==> config.mk <==
export PLATFORM = sky130hd
export DESIGN_NAME = cmd_sequencer
export DESIGN_NICKNAME = d
export VERILOG_FILES = /design/src/rtl/cmd_sequencer.sv
export SDC_FILE = /design/constraint.sdc
export NUM_CORES = 1
export LEC_CHECK = 0
export BUFFER_PORTS_ARGS = -buffer_cell sky130_fd_sc_hd__buf_2
export CAP_MARGIN = 10
export CORE_MARGIN = 2
export CORE_UTILIZATION = 45
export CTS_BUF_LIST = sky130_fd_sc_hd__clkbuf_8 sky130_fd_sc_hd__clkbuf_16
export DETAILED_ROUTE_END_ITERATION = 6
export GPL_TIMING_DRIVEN = 0
export HOLD_SLACK_MARGIN = 0.03
export PLACE_DENSITY = 0.79
export SLEW_MARGIN = 20
export SYNTH_ARGS = -nofsm -noshare
export SYNTH_HDL_FRONTEND = slang
export SYNTH_SLANG_ARGS = --single-unit
export TNS_END_PERCENT = 1
==> constraint.sdc <==
create_clock -name clk -period 2 [get_ports clk]
set_input_delay 0.3 -clock clk [delete_from_list [all_inputs] [get_ports clk]]
set_output_delay 0.3 -clock clk [all_outputs]
set_load 0.02 [all_outputs]
==> src/rtl/cmd_sequencer.sv <==
// cmd_sequencer: decodes 16-bit host commands into heading/move/solve
//   requests, waits for completion from navigation or the solver, then
//   emits one response byte to the transmit wrapper.
// Latency: cmd_rdy sampled -> clr_cmd_rdy/strobe next cycle; completion
//   sampled -> send_resp two cycles later. All outputs registered.
// Backpressure: while busy (not IDLE) cmd_rdy is left pending and
//   clr_cmd_rdy stays low until the block is back in IDLE.
//
// Ports:
//   clk, rst            clock, synchronous active-high reset
//   cmd, cmd_rdy        command word and its held-valid flag
//   clr_cmd_rdy         one-cycle pulse, command consumed
//   strt_hdng/dsrd_hdng heading start pulse and held target heading
//   strt_mv/stp_lft/stp_rght  move start pulse and held stop qualifiers
//   mv_cmplt            heading/move done (from navigation)
//   strt_slv/slv_lft_affn     solve start pulse and held affinity
//   sol_cmplt           solver done
//   cmd_md              1 = command mode, 0 = solver owns navigation
//   send_resp/resp      one-cycle transmit pulse and held response byte
//
// Optional: define CMD_TIMEOUT_EN to add a completion watchdog that
//   answers 8'hE7 if no completion arrives within TIMEOUT_CYC cycles.
module cmd_sequencer #(
  parameter logic [7:0]  ACK = 8'hA5,
  parameter logic [7:0]  NAK = 8'hEE
`ifdef CMD_TIMEOUT_EN
  , parameter logic [23:0] TIMEOUT_CYC = 24'd5_000_000
`endif
) (
  input  logic        clk,
  input  logic        rst,
  input  logic [15:0] cmd,
  input  logic        cmd_rdy,
  output logic        clr_cmd_rdy,
  output logic        strt_hdng,
  output logic [11:0] dsrd_hdng,
  output logic        strt_mv,
  output logic        stp_lft,
  output logic        stp_rght,
  input  logic        mv_cmplt,
  output logic        strt_slv,
  output logic        slv_lft_affn,
  input  logic        sol_cmplt,
  output logic        cmd_md,
  output logic        send_resp,
  output logic [7:0]  resp
);

  typedef enum logic [2:0] {IDLE, WT_HDNG, WT_MV, WT_SLV, RESP} state_t;

  localparam logic [2:0] OP_HDNG  = 3'b001;
  localparam logic [2:0] OP_MOVE  = 3'b010;
  localparam logic [2:0] OP_SOLVE = 3'b011;

  state_t      state_q, state_d;
  logic        clr_cmd_rdy_q, clr_cmd_rdy_d;
  logic        strt_hdng_q, strt_hdng_d;
  logic        strt_mv_q, strt_mv_d;
  logic        strt_slv_q, strt_slv_d;
  logic        send_resp_q, send_resp_d;
  logic [11:0] dsrd_hdng_q, dsrd_hdng_d;
  logic        stp_lft_q, stp_lft_d;
  logic        stp_rght_q, stp_rght_d;
  logic        slv_lft_affn_q, slv_lft_affn_d;
  logic        cmd_md_q, cmd_md_d;
  logic [7:0]  resp_q, resp_d;

  // cmd[12] carries no meaning for any opcode.
  logic unused_cmd_bit;
  assign unused_cmd_bit = cmd[12];

`ifdef CMD_TIMEOUT_EN
  localparam logic [7:0] TMO = 8'hE7;
  logic [23:0] wd_q, wd_d;
  logic        wd_expired;

  // Counter is zero in the first waiting cycle, so expiry lands on the
  // TIMEOUT_CYC-th waiting cycle.
  assign wd_expired = (wd_q == TIMEOUT_CYC - 24'd1);

  always_comb begin
    wd_d = 24'd0;
    if (state_q == WT_HDNG || state_q == WT_MV || state_q == WT_SLV)
      wd_d = wd_q + 24'd1;
  end

  always_ff @(posedge clk) begin
    if (rst) wd_q <= 24'd0;
    else     wd_q <= wd_d;
  end
`endif

  always_comb begin
    state_d        = state_q;
    clr_cmd_rdy_d  = 1'b0;
    strt_hdng_d    = 1'b0;
    strt_mv_d      = 1'b0;
    strt_slv_d     = 1'b0;
    send_resp_d    = 1'b0;
    dsrd_hdng_d    = dsrd_hdng_q;
    stp_lft_d      = stp_lft_q;
    stp_rght_d     = stp_rght_q;
    slv_lft_affn_d = slv_lft_affn_q;
    cmd_md_d       = cmd_md_q;
    resp_d         = resp_q;

    case (state_q)
      IDLE: begin
        if (cmd_rdy) begin
          clr_cmd_rdy_d = 1'b1;
          case (cmd[15:13])
            OP_HDNG: begin
              dsrd_hdng_d = cmd[11:0];
              strt_hdng_d = 1'b1;
              state_d     = WT_HDNG;
            end
            OP_MOVE: begin
              stp_lft_d  = cmd[1];
              stp_rght_d = cmd[0];
              strt_mv_d  = 1'b1;
              state_d    = WT_MV;
            end
            OP_SOLVE: begin
              slv_lft_affn_d = cmd[0];
              strt_slv_d     = 1'b1;
              cmd_md_d       = 1'b0;
              state_d        = WT_SLV;
            end
            default: begin
              resp_d  = NAK;
              state_d = RESP;
            end
          endcase
        end
      end
      WT_HDNG, WT_MV: begin
        // sol_cmplt has no meaning while navigation is under command.
        if (mv_cmplt) begin
          resp_d  = ACK;
          state_d = RESP;
        end
`ifdef CMD_TIMEOUT_EN
        else if (wd_expired) begin
          resp_d   = TMO;
          cmd_md_d = 1'b1;
          state_d  = RESP;
        end
`endif
      end
      WT_SLV: begin
        // The solver drives navigation itself, so its mv_cmplt pulses
        // are intermediate steps, not the end of this command.
        if (sol_cmplt) begin
          cmd_md_d = 1'b1;
          resp_d   = ACK;
          state_d  = RESP;
        end
`ifdef CMD_TIMEOUT_EN
        else if (wd_expired) begin
          resp_d   = TMO;
          cmd_md_d = 1'b1;
          state_d  = RESP;
        end
`endif
      end
      RESP: begin
        send_resp_d = 1'b1;
        state_d     = IDLE;
      end
      default: state_d = IDLE;
    endcase
  end

  always_ff @(posedge clk) begin
    if (rst) begin
      state_q        <= IDLE;
      clr_cmd_rdy_q  <= 1'b0;
      strt_hdng_q    <= 1'b0;
      strt_mv_q      <= 1'b0;
      strt_slv_q     <= 1'b0;
      send_resp_q    <= 1'b0;
      dsrd_hdng_q    <= 12'h000;
      stp_lft_q      <= 1'b0;
      stp_rght_q     <= 1'b0;
      slv_lft_affn_q <= 1'b0;
      cmd_md_q       <= 1'b1;
      resp_q         <= 8'h00;
    end else begin
      state_q        <= state_d;
      clr_cmd_rdy_q  <= clr_cmd_rdy_d;
      strt_hdng_q    <= strt_hdng_d;
      strt_mv_q      <= strt_mv_d;
      strt_slv_q     <= strt_slv_d;
      send_resp_q    <= send_resp_d;
      dsrd_hdng_q    <= dsrd_hdng_d;
      stp_lft_q      <= stp_lft_d;
      stp_rght_q     <= stp_rght_d;
      slv_lft_affn_q <= slv_lft_affn_d;
      cmd_md_q       <= cmd_md_d;
      resp_q         <= resp_d;
    end
  end

  assign clr_cmd_rdy  = clr_cmd_rdy_q;
  assign strt_hdng    = strt_hdng_q;
  assign strt_mv      = strt_mv_q;
  assign strt_slv     = strt_slv_q;
  assign send_resp    = send_resp_q;
  assign dsrd_hdng    = dsrd_hdng_q;
  assign stp_lft      = stp_lft_q;
  assign stp_rght     = stp_rght_q;
  assign slv_lft_affn = slv_lft_affn_q;
  assign cmd_md       = cmd_md_q;
  assign resp         = resp_q;

endmodule
Word-level counts from Yosys, hierarchy flattened
Cells that the tools add are included.
{ "word_totals": {"inputBits": 21, "regBits": 32, "elab_cells": 58} }
{ "op_classes": {"n_mux": 19, "n_bitwise": 2, "n_reduce_logical": 13, "n_eq_ne": 12} }
{ "ops": {"columns": ["operator", "n"], "rows": [
  ["two-way mux 8 bit", 4],
  ["case mux 8 bit (3 select lines)", 1],
  ["case mux 3 bit (3 select lines)", 2],
  ["equality test 3 x 2 -> 1 bit, second input constant", 4],
  ["AND reduction 3 bit", 4],
  ["two-way mux 3 bit", 3],
  ["two-way mux 1 bit", 8],
  ["!= test 2 bit, second input constant", 4],
  ["equality test 3 x 1 -> 1 bit, second input constant", 2],
  ["OR reduction 3 bit", 2],
  ["AND reduction 5 bit", 1],
  ["AND reduction 4 bit", 1],
  ["OR reduction 2 bit", 2],
  ["equality test 3 bit, second input constant", 1],
  ["zero test 3 bit", 1],
  ["nonzero test 3 bit", 1],
  ["!= test 2 x 1 -> 1 bit, second input constant", 1],
  ["inverter 1 bit", 2],
  ["case mux 1 bit (2 select lines)", 1],
  ["nonzero test 2 bit", 1]
]} }

Logic depth before layout (Yosys ltp)
Gate-level depths: netlist (run 1).
{ "depth": {"depth_word": 5, "depth_mapped": 7, "ltp_nobuf": 4} }

Worst setup path after synthesis (run 1)
OpenSTA, ideal clock, no wires.
{ "synth_timing": {"path_kind": "register to register", "from": "register state_q[0]", "to": "register cmd_md_q, in the netlist cmd_md", "n_path_buf": 2, "synth_period_minus_slack_ps": 1874, "arrival_time_ps": 1754, "path_stages_with_launch": 6, "setup_slack_ps": 126, "t_required_ps": 1880, "setup_ps": 120, "path_cell_list": "dfxtp_1 > buf_6 > or4b_4 > buf_6 > or4_4 > a211o_1"} }
{ "synth_via": {"elab_chain_len": 3, "word_cells_on_any_way": 8, "cone_classes": "eq/ne (4); mux (1); reduce/logical (3)"} }
{ "synth_lines": {"columns": ["element", "line_no", "source"], "rows": [
  ["from (decl)", "55", "state_t state_q, state_d;"],
  ["from (signal assigned)", "189", "state_q <= state_d;"],
  ["equality test 3 x 2 -> 1 bit / zero test 3 bit (equally long branches)", "107", "case (state_q)"],
  ["!= test 2 bit (no line), or another cell as far along", null, null],
  ["AND reduction 4 bit (no line)", null, null],
  ["to (signal assigned)", "199", "cmd_md_q <= cmd_md_d;"],
  ["to (decl)", "65", "logic cmd_md_q, cmd_md_d;"]
]} }
Several ways; a longest one is shown, not always the timed one.
A chain may end at the register's enable or synchronous reset.

Worst setup path in the final report (run 1)
Same ends and word-level chain as after synthesis.

==> out/metrics.cfg, run 1 <==
[detailed_routing]
drc = 0
wl_um = 2230
wire_per_inst_um = 12.1
vias = 907
first_iter_violations = 14
avgViaCountPerCell = 4.93
drt_first_pass_iters = 4
ant_nets = 0

[power]
vdd_drop_max_v = 0.000544
power_density_nw_per_um2 = 748
power.total_mw = 1.05
p_leak_nw = 0.656

[die]
io_pins = 50
start_util_pct = 48.4
rows = 17
die_h_um = 53.2
coreArea_um2 = 2250
dieArea_um2 = 2830
die_x_um = 53.2

[cells_and_area]
largest_reg_flops = 12
drive_above_1_share_pct = 42.3
area_growth_pct = 28.4
diodes = 0
layout.nets = 178

[placed_design]
portBuffers = 46
dpl_worst_slack_ns = -0.00467
gp_congestion = 0.813
dpl.hpwl_um = 1650

[worst_setup_path]
worstPathMaxFanout = 8
arrival_ns = 2.02
required_ns = 2.17
cpLargestDelayFamily = simple AND/OR/NAND/NOR gates
start_kind = flop
worstSetupPathType = flop to flop
slowest_stage = or4b_4
critPathBufInv = 1
crit_chain = buf_6 -> or4b_4 -> or4_4 -> a211o_1
max_stage_delay_ns = 0.57
endpoint_kind = flop

[global_route]
grt_util_all_layers_pct = 17.7
gr-total-overflow = 0
grt_pass1_vias = 845
grt_pass1_wl_um = 3620
grt_max_degree = 16
antenna_found_initial = 0

[synth]
yosys.cell_types.count = 25
ys_warn_count = 0
synth_fp_nets = 127
syn_area_per_cell_um2 = 10.3
synth.ff_latch_count = 27
synth_area_um2 = 1090
synth-seq-area-share_pct = 49.5
syn_inst = 106

[sta]
tns_ns = 0
rsz0062_at_grt = no
fin_ws_ns = 0.147
min_period_over_period_pct = 92.6
slew_violations = 0
min_period_ns = 1.85
setup_viol = 0
finalHoldViolations = 0
clock_skew_ns = 0.00456
max_freq_ghz = 0.540

[clock_tree]
cts.clk_slew.worst_paths_ns = 0.09
cts_tree = done
insertion_delay_ns = 0.27
ctsLongestPathBuffers = 2
numCtsBuffers = 3
ctsHoldBuffers = 0
cts_root_buf = clkbuf_8
htreeDepth = 1
cts_sinks = 27

[min_path]
hold_class = input pin to flop

[status]
status = completed

[flow_run]
drv_cap = 0

## layout by cell type, fill, tap and decap left out, drive strengths merged
cell / netlist / layout
a211o: 1 / 1
a21oi: 3 / 3
a31o: 1 / 1
a32oi: 1 / 1
and4: 1 / 1
buf: 9 / 55
clkbuf: 3 / 6
clkinv: 0 / 1
conb: 1 / 1
dfxtp: 27 / 27
inv: 3 / 3
mux2: 1 / 1
mux2i: 18 / 18
nand2: 2 / 2
nor2: 23 / 23
nor2b: 2 / 2
nor3: 3 / 3
nor4: 3 / 3
o41a: 1 / 1
or3b: 1 / 1
or4: 1 / 1
or4b: 1 / 1
## cell type report
type,instances,area [µm²]
clock inverter,1,5.00
tap,28,35.0
sequential,27,541
inverter,3,11.3
multi-input combinational,64,452
timing repair buffer,48,245
fill,215,853
buffer,10,71.3
clock buffer,3,41.3
## synthesized netlist by cell type (all sizes together)
cell type / instances / share of area (%)
dfxtp: 27 / 50
nor2: 23 / 7.9
mux2i: 18 / 17
buf: 9 / 7.0
a21oi: 3 / 1.4
clkbuf: 3 / 1.0
inv: 3 / 1.0
nor3: 3 / 1.4
nor4: 3 / 3.7
nand2: 2 / 0.69
nor2b: 2 / 1.1
a211o: 1 / 0.80
a31o: 1 / 0.80
a32oi: 1 / 0.80
and4: 1 / 0.80
conb: 1 / 0.34
mux2: 1 / 1.0
o41a: 1 / 1.0
or3b: 1 / 0.80
or4: 1 / 1.0
or4b: 1 / 1.3
## power by group
part,internal [mW],switching [mW]
logic,0.0764,0.0979
clock network,0.140,0.165
registers,0.557,0.0124
total,0.773,0.276
## worst min-delay path: cells and delay by family
family / cells / cell delay (ns)
buffers and inverters: 1 / 0.07
and+or+nand+nor: 1 / 0.07
muxes: 1 / 0.05
## cell families (layout without fill, tap and decap cells)
kind of cell | count (synthesis) | after routing | synth area share, %
DFF | 27 | 27 | 49.5
other | 1 | 1 | 0.344
muxes | 19 | 19 | 17.5
AOI/OAI and AO/OA | 7 | 7 | 4.82
buffers and inverters | 15 | 65 | 9.06
and+or+nand+nor | 37 | 37 | 18.7
## final timing paths
path / endpoint / start / cells past startpoint / slack, ns
min: dsrd_hdng[7] / cmd[7] / 3 / 0.26
max reg2reg: cmd_md / state_q[0] / 4 / 0.15
min reg2reg: cmd_md / cmd_md / 1 / 0.47
max: cmd_md / state_q[0] / 4 / 0.15
## repair_timing
| item | in CTS | in global routing |
|---|---|---|
| resized for setup | 1 | 0 |
| buffers inserted | 1 | 0 |
| gates cloned | 1 | 0 |
| endpoints found under the setup margin | 9 | 7 |
| pin swaps | 1 | 1 |
## metrics by stage
step | instance area [µm²] | instances | util [%] | hold slack [ns]
6_report | 1400 | 184 | 62.2 | 0.259
5_1_grt | 1400 | 184 | 62.2 | 0.260
3_5_place_dp | 1360 | 180 | 60.2 | 0.456
4_1_cts | 1400 | 184 | 62.2 | 0.264
2_1_floorplan | 1090 | 106 | - | 0.379
3_3_place_gp | 1360 | 180 | 60.2 | 0.440
## per-layer routing
metal / vias up / track usage (%) / part of all wire (%)
met2: 35 / 31.3 / 48
li1: 454 / - / -
met5: - / 0 / 0
met4: 0 / 5.13 / 0.90
met3: 3 / 5.08 / 8.4
met1: 415 / 20.5 / 43
Note: power is estimated with default switching activity, not from simulation.
==> run 2: changes to the inputs <==
RECOVER_POWER = 25   (was not set)
==> run 2 against run 1 <==
  * Via count is 0.55% lower
  * Worst setup slack lost 0.0022 ns
  * Register-to-register slack about the same
  * Worst hold slack about the same
  * Clock power about the same
  * First-iteration DRC count down 7.1%
  * Sequential power hardly changed
  * Largest cell class unchanged
  * Largest power group unchanged
==> out/metrics.cfg, run 2 (synthesized netlist as in run 1, its figures left out) <==
[worst_setup_path]
critPathBufInv = 1  ; unchanged
worstPathMaxFanout = 8  ; unchanged
crit_cells = 4  ; unchanged
cpLargestDelayFamily = simple AND/OR/NAND/NOR gates  ; unchanged
required_ns = 2.17  ; about the same
worstSetupPathType = flop to flop  ; unchanged
max_stage_delay_ns = 0.57  ; about the same
cp-startpoint = state_q[0]  ; unchanged
reg2regPathDepth = 4  ; unchanged
crit_chain = buf_6 -> or4b_4 -> or4_4 -> a211o_1  ; unchanged
rr_startpoint = state_q[0]  ; unchanged
endpoint_kind = flop  ; unchanged
arrival_ns = 2.03  ; was 2.02 ns
start_kind = flop  ; unchanged
slowest_stage = or4b_4  ; unchanged

[min_path]
hold_depth = 3  ; unchanged
hold_class = input pin to flop  ; unchanged
min_from = cmd[7]  ; unchanged

[clock_tree]
cts.clk_slew.worst_paths_ns = 0.09  ; about the same
numCtsBuffers = 3  ; unchanged
ctsHoldBuffers = 0  ; unchanged
cts_tree = done  ; unchanged
insertion_delay_ns = 0.27  ; about the same
htreeDepth = 1  ; unchanged
ctsLongestPathBuffers = 2  ; unchanged
cts_sinks = 27  ; unchanged
cts_root_buf = clkbuf_8  ; unchanged

[sta]
slew_violations = 0  ; unchanged
clock_skew_ns = 0.00448  ; was 0.00456 ns
holdWs_ns = 0.259  ; about the same
max_freq_ghz = 0.539  ; was 0.540 GHz
min_period_ns = 1.86  ; was 1.85 ns
min_period_over_period_pct = 92.8  ; was 92.6%
finalHoldViolations = 0  ; unchanged
fin_ws_ns = 0.145  ; was 0.147 ns
tns_ns = 0  ; unchanged
rsz0062_at_grt = no  ; unchanged
setup_viol = 0  ; unchanged

[global_route]
gr-total-overflow = 0  ; unchanged
antenna_found_initial = 0  ; unchanged
grt_util_all_layers_pct = 17.7  ; unchanged
grt_max_degree = 16  ; unchanged
grt_pass1_vias = 845  ; unchanged
grt_pass1_wl_um = 3620  ; unchanged

[power]
internal-power_mw = 0.771  ; was 0.773 mW
clockPowerShare_pct = 29.1  ; about the same
pwr-share-seq_pct = 54.4  ; was 54.3%
power.total_mw = 1.05  ; about the same
p_sw_mw = 0.276  ; about the same
power_density_nw_per_um2 = 755  ; was 748 nW/µm²
combPwrFrac_pct = 16.5  ; was 16.6%
vdd_drop_max_v = 0.000543  ; was 0.000544 V
p_leak_nw = 0.608  ; was 0.656 nW
swShare_pct = 26.3  ; about the same

[cells_and_area]
fin_util_pct = 61.5  ; was 62.2%
drive_above_1_share_pct = 34.6  ; was 42.3%
layout_common_cells = buf_2, dfxtp_1, nor2_1  ; unchanged
layout.cells.non_filler = 184  ; unchanged
final_common_cell = buf_2  ; unchanged
num-fill-cells = 215  ; unchanged
layout.nets = 178  ; unchanged
area_growth_pct = 27.1  ; was 28.4%
largest_reg_flops = 12  ; unchanged
fin_area_um2 = 1390  ; was 1400 µm²
diodes = 0  ; unchanged

[placed_design]
dpl_worst_slack_ns = -0.00467  ; unchanged
portBuffers = 46  ; unchanged
dpl_cell_area_um2 = 1360  ; unchanged
gp_congestion = 0.813  ; unchanged
dp.cells = 180  ; unchanged
dpl.hpwl_um = 1650  ; unchanged

[detailed_routing]
avgViaCountPerCell = 4.90  ; was 4.93
wire_per_inst_um = 12.2  ; was 12.1 µm
drt_first_pass_iters = 4  ; unchanged
first_iter_violations = 13  ; was 14
vias = 902  ; was 907
ant_nets = 0  ; unchanged
wl_um = 2250  ; was 2230 µm
drc = 0  ; unchanged

[status]
status = completed  ; unchanged

[die]
rows = 17  ; unchanged
coreArea_um2 = 2250  ; unchanged
dieArea_um2 = 2830  ; unchanged
start_util_pct = 48.4  ; unchanged
die_h_um = 53.2  ; unchanged
io_pins = 50  ; unchanged
die_x_um = 53.2  ; unchanged

[flow_run]
drv_cap = 0  ; unchanged

-- run 2: layout make-up --
class	count	area, µm²	share of cell area, %
Tap cell	28	35.0	2.53
Timing Repair Buffer	48	230	16.6
Buffer	10	71.3	5.14
Multi-Input combinational cell	64	452	32.6
Sequential cell	27	541	39.0
Clock inverter	1	5.00	0.361
Inverter	3	11.3	0.812
Clock buffer	3	41.3	2.98
-- run 2: timing repair --
item / in CTS / in global routing
pin swaps: 1 / 1
endpoints found under the setup margin: 9 / 7
cloned: 1 / 0
resized for setup: 1 / 0
buffers inserted: 1 / 0
-- run 2: final timing paths --
check | slack [ns] | endpoint
min reg2reg | 0.48 | cmd_md
max reg2reg | 0.14 | cmd_md
max | 0.14 | cmd_md
min | 0.26 | dsrd_hdng[7]
-- run 2: power by group through the flow --
stage | clock network (mW) | registers, mW | logic, mW
after global placement | 0 | 0.579 | 0.176
after detailed placement | 0 | 0.580 | 0.180
after CTS | 0.307 | 0.570 | 0.176
final | 0.304 | 0.570 | 0.173
after floorplan | 0 | 0.600 | 0.0992
after global routing | 0.340 | 0.573 | 0.188
-- run 2: per-layer routing --
layer | GRT usage (%) | vias up | wire length [µm]
met3 | 5.08 | 3 | 183
met2 | 31.3 | 33 | 1080
met5 | 0 | - | 0
li1 | - | 454 | -
met4 | 5.13 | 0 | 20
met1 | 20.5 | 412 | 960
-- run 2: worst register-to-register path, stage by stage (launching register included) --
cell and delay, ns:
dfxtp_1 0.31, buf_6 0.13, or4b_4 0.57, or4_4 0.45, a211o_1 0.30
==> run 3: changes to the inputs <==
ABC_AREA = 1   (was not set)
==> run 3 against run 2 <==
  * Worst setup slack gained 0.40 ns
  * Critical path type unchanged
  * Fmax grew 27%
  * Clock power shrank 5%
  * Sequential power grew 6.5%
  * Count of clock-buffer cells in the layout is the same
  * Via count grew 16%
  * Synthesized cell count grew 31%
  * Highest routed layer unchanged
  * Non-clock buffer count shrank 1
  * Synthesized area grew 2.9%
  * First-iteration DRC count grew 38%
  * Utilization shrank 2.6 points
==> out/metrics.cfg, run 3 <==
[status]
status = completed  ; unchanged

[worst_setup_path]
rr_startpoint = state_q[1]  ; was state_q[0]
worstSetupPathType = flop to flop  ; unchanged
required_ns = 2.13  ; was 2.17 ns
crit_chain = nor2_1 -> nand2_4 -> nor2_8 -> nand2_2 -> buf_6 -> nand2_1 -> a21oi_1  ; was buf_6 -> or4b_4 -> or4_4 -> a211o_1
start_kind = flop  ; unchanged
reg2regPathDepth = 7  ; was 4
endpoint_kind = flop  ; unchanged
worstPathMaxFanout = 10  ; was 8
slowest_stage = dfxtp_1  ; was or4b_4
r2r-end = dsrd_hdng[6]  ; was cmd_md
max_stage_delay_ns = 0.35  ; was 0.57 ns
arrival_ns = 1.59  ; was 2.03 ns
reg2reg_slack_ns = 0.54  ; was 0.14 ns

[detailed_routing]
drt_first_pass_iters = 4  ; unchanged
wire_per_inst_um = 10.8  ; was 12.2 µm
first_iter_violations = 18  ; was 13
drc = 0  ; unchanged
wl_um = 2380  ; was 2250 µm
ant_nets = 0  ; unchanged
vias = 1048  ; was 902
avgViaCountPerCell = 4.76  ; was 4.90

[power]
swShare_pct = 32.1  ; was 26.3%
combPwrFrac_pct = 27.9  ; was 16.5%
clockPowerShare_pct = 23.2  ; was 29.1%
vdd_drop_max_v = 0.000553  ; was 0.000543 V
internal-power_mw = 0.843  ; was 0.771 mW
p_leak_nw = 0.667  ; was 0.608 nW
power_density_nw_per_um2 = 875  ; was 755 nW/µm²
p_sw_mw = 0.398  ; was 0.276 mW
pwr-share-seq_pct = 48.9  ; was 54.4%

[die]
io_pins = 50  ; unchanged
coreArea_um2 = 2410  ; was 2250 µm²
die_x_um = 53.9  ; was 53.2 µm
die_h_um = 53.9  ; was 53.2 µm
rows = 18  ; was 17
dieArea_um2 = 2910  ; was 2830 µm²
start_util_pct = 46.6  ; was 48.4%

[clock_tree]
ctsHoldBuffers = 0  ; unchanged
cts-resized-gates = 0  ; was 1
cts.clk_slew.worst_paths_ns = 0.08  ; was 0.09 ns
cts_sinks = 27  ; unchanged
post_cts_buffers = 0  ; was 1
numCtsBuffers = 3  ; unchanged
ctsLongestPathBuffers = 2  ; unchanged
cts_root_buf = clkbuf_8  ; unchanged
insertion_delay_ns = 0.26  ; was 0.27 ns
htreeDepth = 1  ; unchanged
cts_tree = done  ; unchanged

[sta]
min_period_ns = 1.46  ; was 1.86 ns
setup_viol = 0  ; unchanged
max_freq_ghz = 0.686  ; was 0.539 GHz
slew_violations = 0  ; unchanged
tns_ns = 0  ; unchanged
min_period_over_period_pct = 72.9  ; was 92.8%
fin_ws_ns = 0.541  ; was 0.145 ns
rsz0062_at_grt = no  ; unchanged
finalHoldViolations = 0  ; unchanged
clock_skew_ns = 0.00456  ; was 0.00448 ns

[synth]
yosys.cell_types.count = 23  ; was 25
yosysTopAreaCellShare_pct = 48.2  ; was 49.5%
ys.flop_type = dfxtp_1  ; unchanged
synth_fp_nets = 160  ; was 127
synth-seq-area-share_pct = 48.2  ; was 49.5%
synth_edf_count = 0  ; unchanged
yosysTopAreaCell = dfxtp_1  ; unchanged
yosysMostFrequentCell = dfxtp_1  ; unchanged
synth.ff_latch_count = 27  ; unchanged
synth_top_cells_by_area = dfxtp_1, a21oi_1, nand2_1  ; was dfxtp_1, mux2i_1, nor2_1
ys_warn_count = 0  ; unchanged
synth_area_um2 = 1120  ; was 1090 µm²
synthArstFlopShare_pct = 0  ; unchanged
syn_inst = 139  ; was 106
synthTopCellsByCount = dfxtp_1, nand2_1, a21oi_1  ; was dfxtp_1, nor2_1, mux2i_1
syn_area_per_cell_um2 = 8.07  ; was 10.3 µm²

[cells_and_area]
largest_reg_flops = 12  ; unchanged
drive_above_1_share_pct = 30.0  ; was 34.6%
layout_common_cells = buf_2, dfxtp_1, nand2_1  ; was buf_2, dfxtp_1, nor2_1
area_growth_pct = 26.4  ; was 27.1%
diodes = 0  ; unchanged
layout.nets = 212  ; was 178
final_common_cell = buf_2  ; unchanged

[placed_design]
portBuffers = 47  ; was 46
gp_congestion = 0.873  ; was 0.813
dpl.hpwl_um = 1920  ; was 1650 µm
dpl_worst_slack_ns = 0.679  ; was -0.00467 ns

[global_route]
grt_max_degree = 15  ; was 16
antenna_found_initial = 0  ; unchanged
gr-total-overflow = 0  ; unchanged
grt_pass1_vias = 929  ; was 845
grt_util_all_layers_pct = 16.9  ; was 17.7%
grt_pass1_wl_um = 3630  ; was 3620 µm

[min_path]
hold_class = input pin to flop  ; unchanged
min_from = rst  ; was cmd[7]
min_to = strt_slv  ; was dsrd_hdng[7]
hold_depth = 2  ; was 3

[flow_run]
drv_cap = 0  ; unchanged

[run 3: cell types whose count changed in the layout (fill, tap and decap cells not counted), sizes merged, moves of 2 or more]
cell    change
nor3        -2
a21oi      +17
clkbuf      -2
inv        +10
nand2      +24
nor2        -3
nand3      +18
o21ai       +3
nor4        -3
nor2b       -2
mux2i      -18
[run 3: layout make-up]
type	count	area, µm²
inverters	12	45.0
repair buffers	47	221
plain buffers	10	76.3
fillers	244	991
clock inverters	1	3.75
multi-input cells	90	453
clock buffers	3	41.3
well taps	30	37.5
flip-flops and latches	27	541
[run 3: layer usage]
metal	up-vias	track usage [%]	wire length (µm)
met5	-	0	0
met4	0	4.70	12
met3	2	3.33	201
met2	40	30.9	1170
met1	464	19.8	996
li1	542	-	-
[run 3: worst max path at each step]
| stage | startpoint | endpoint | slack (ns) | depth (start not counted) |
|---|---|---|---|---|
| 5_1_grt | state_q[1] | dsrd_hdng[1] | 0.41 | 7 |
| 6_report | state_q[1] | dsrd_hdng[6] | 0.54 | 7 |
| 4_1_cts | state_q[0] | dsrd_hdng[1] | 0.70 | 7 |
| 2_1_floorplan | state_q[0] | dsrd_hdng[1] | 0.85 | 7 |
| 3_5_place_dp | cmd[15] | dsrd_hdng[1] | 0.68 | 8 |
| 3_3_place_gp | cmd[15] | dsrd_hdng[2] | 0.71 | 8 |
[run 3: power by group through the flow]
stage	sequential (mW)	clock, mW	combinational (mW)
floorplan	0.657	0	0.217
global placement	0.620	0	0.352
detailed placement	0.622	0	0.357
CTS	0.609	0.299	0.358
global route	0.612	0.325	0.380
finish	0.607	0.288	0.346
[run 3: per-stage QoR]
| stage | cells | power [mW] | instance area (µm²) | hold slack [ns] | util [%] |
|---|---|---|---|---|---|
| after floorplan | 139 | 0.874 | 1120 | 0.369 | - |
| after global placement | 216 | 0.972 | 1400 | 0.443 | 57.9 |
| after detailed placement | 216 | 0.979 | 1400 | 0.453 | 57.9 |
| after CTS | 220 | 1.27 | 1440 | 0.261 | 59.8 |
| after global routing | 220 | 1.32 | 1420 | 0.261 | 58.9 |
| final | 220 | 1.24 | 1420 | 0.265 | 58.9 |
[run 3: worst max-delay path: cells and delay by family, from the launching register on]
kind / cells / cell delay, ns
compound gates: 1 / 0.06
simple gates: 5 / 0.78
flops: 1 / 0.35
buf+inv: 1 / 0.15
[run 3: cell families (layout without fill, tap and decap cells)]
family / after synthesis / after routing / share of synthesized area (%)
AOI/OAI and AO/OA: 24 / 24 / 10.9
buffers and inverters: 22 / 73 / 10.8
DFF: 27 / 27 / 48.2
other: 1 / 1 / 0.334
and+or+nand+nor: 65 / 65 / 29.8
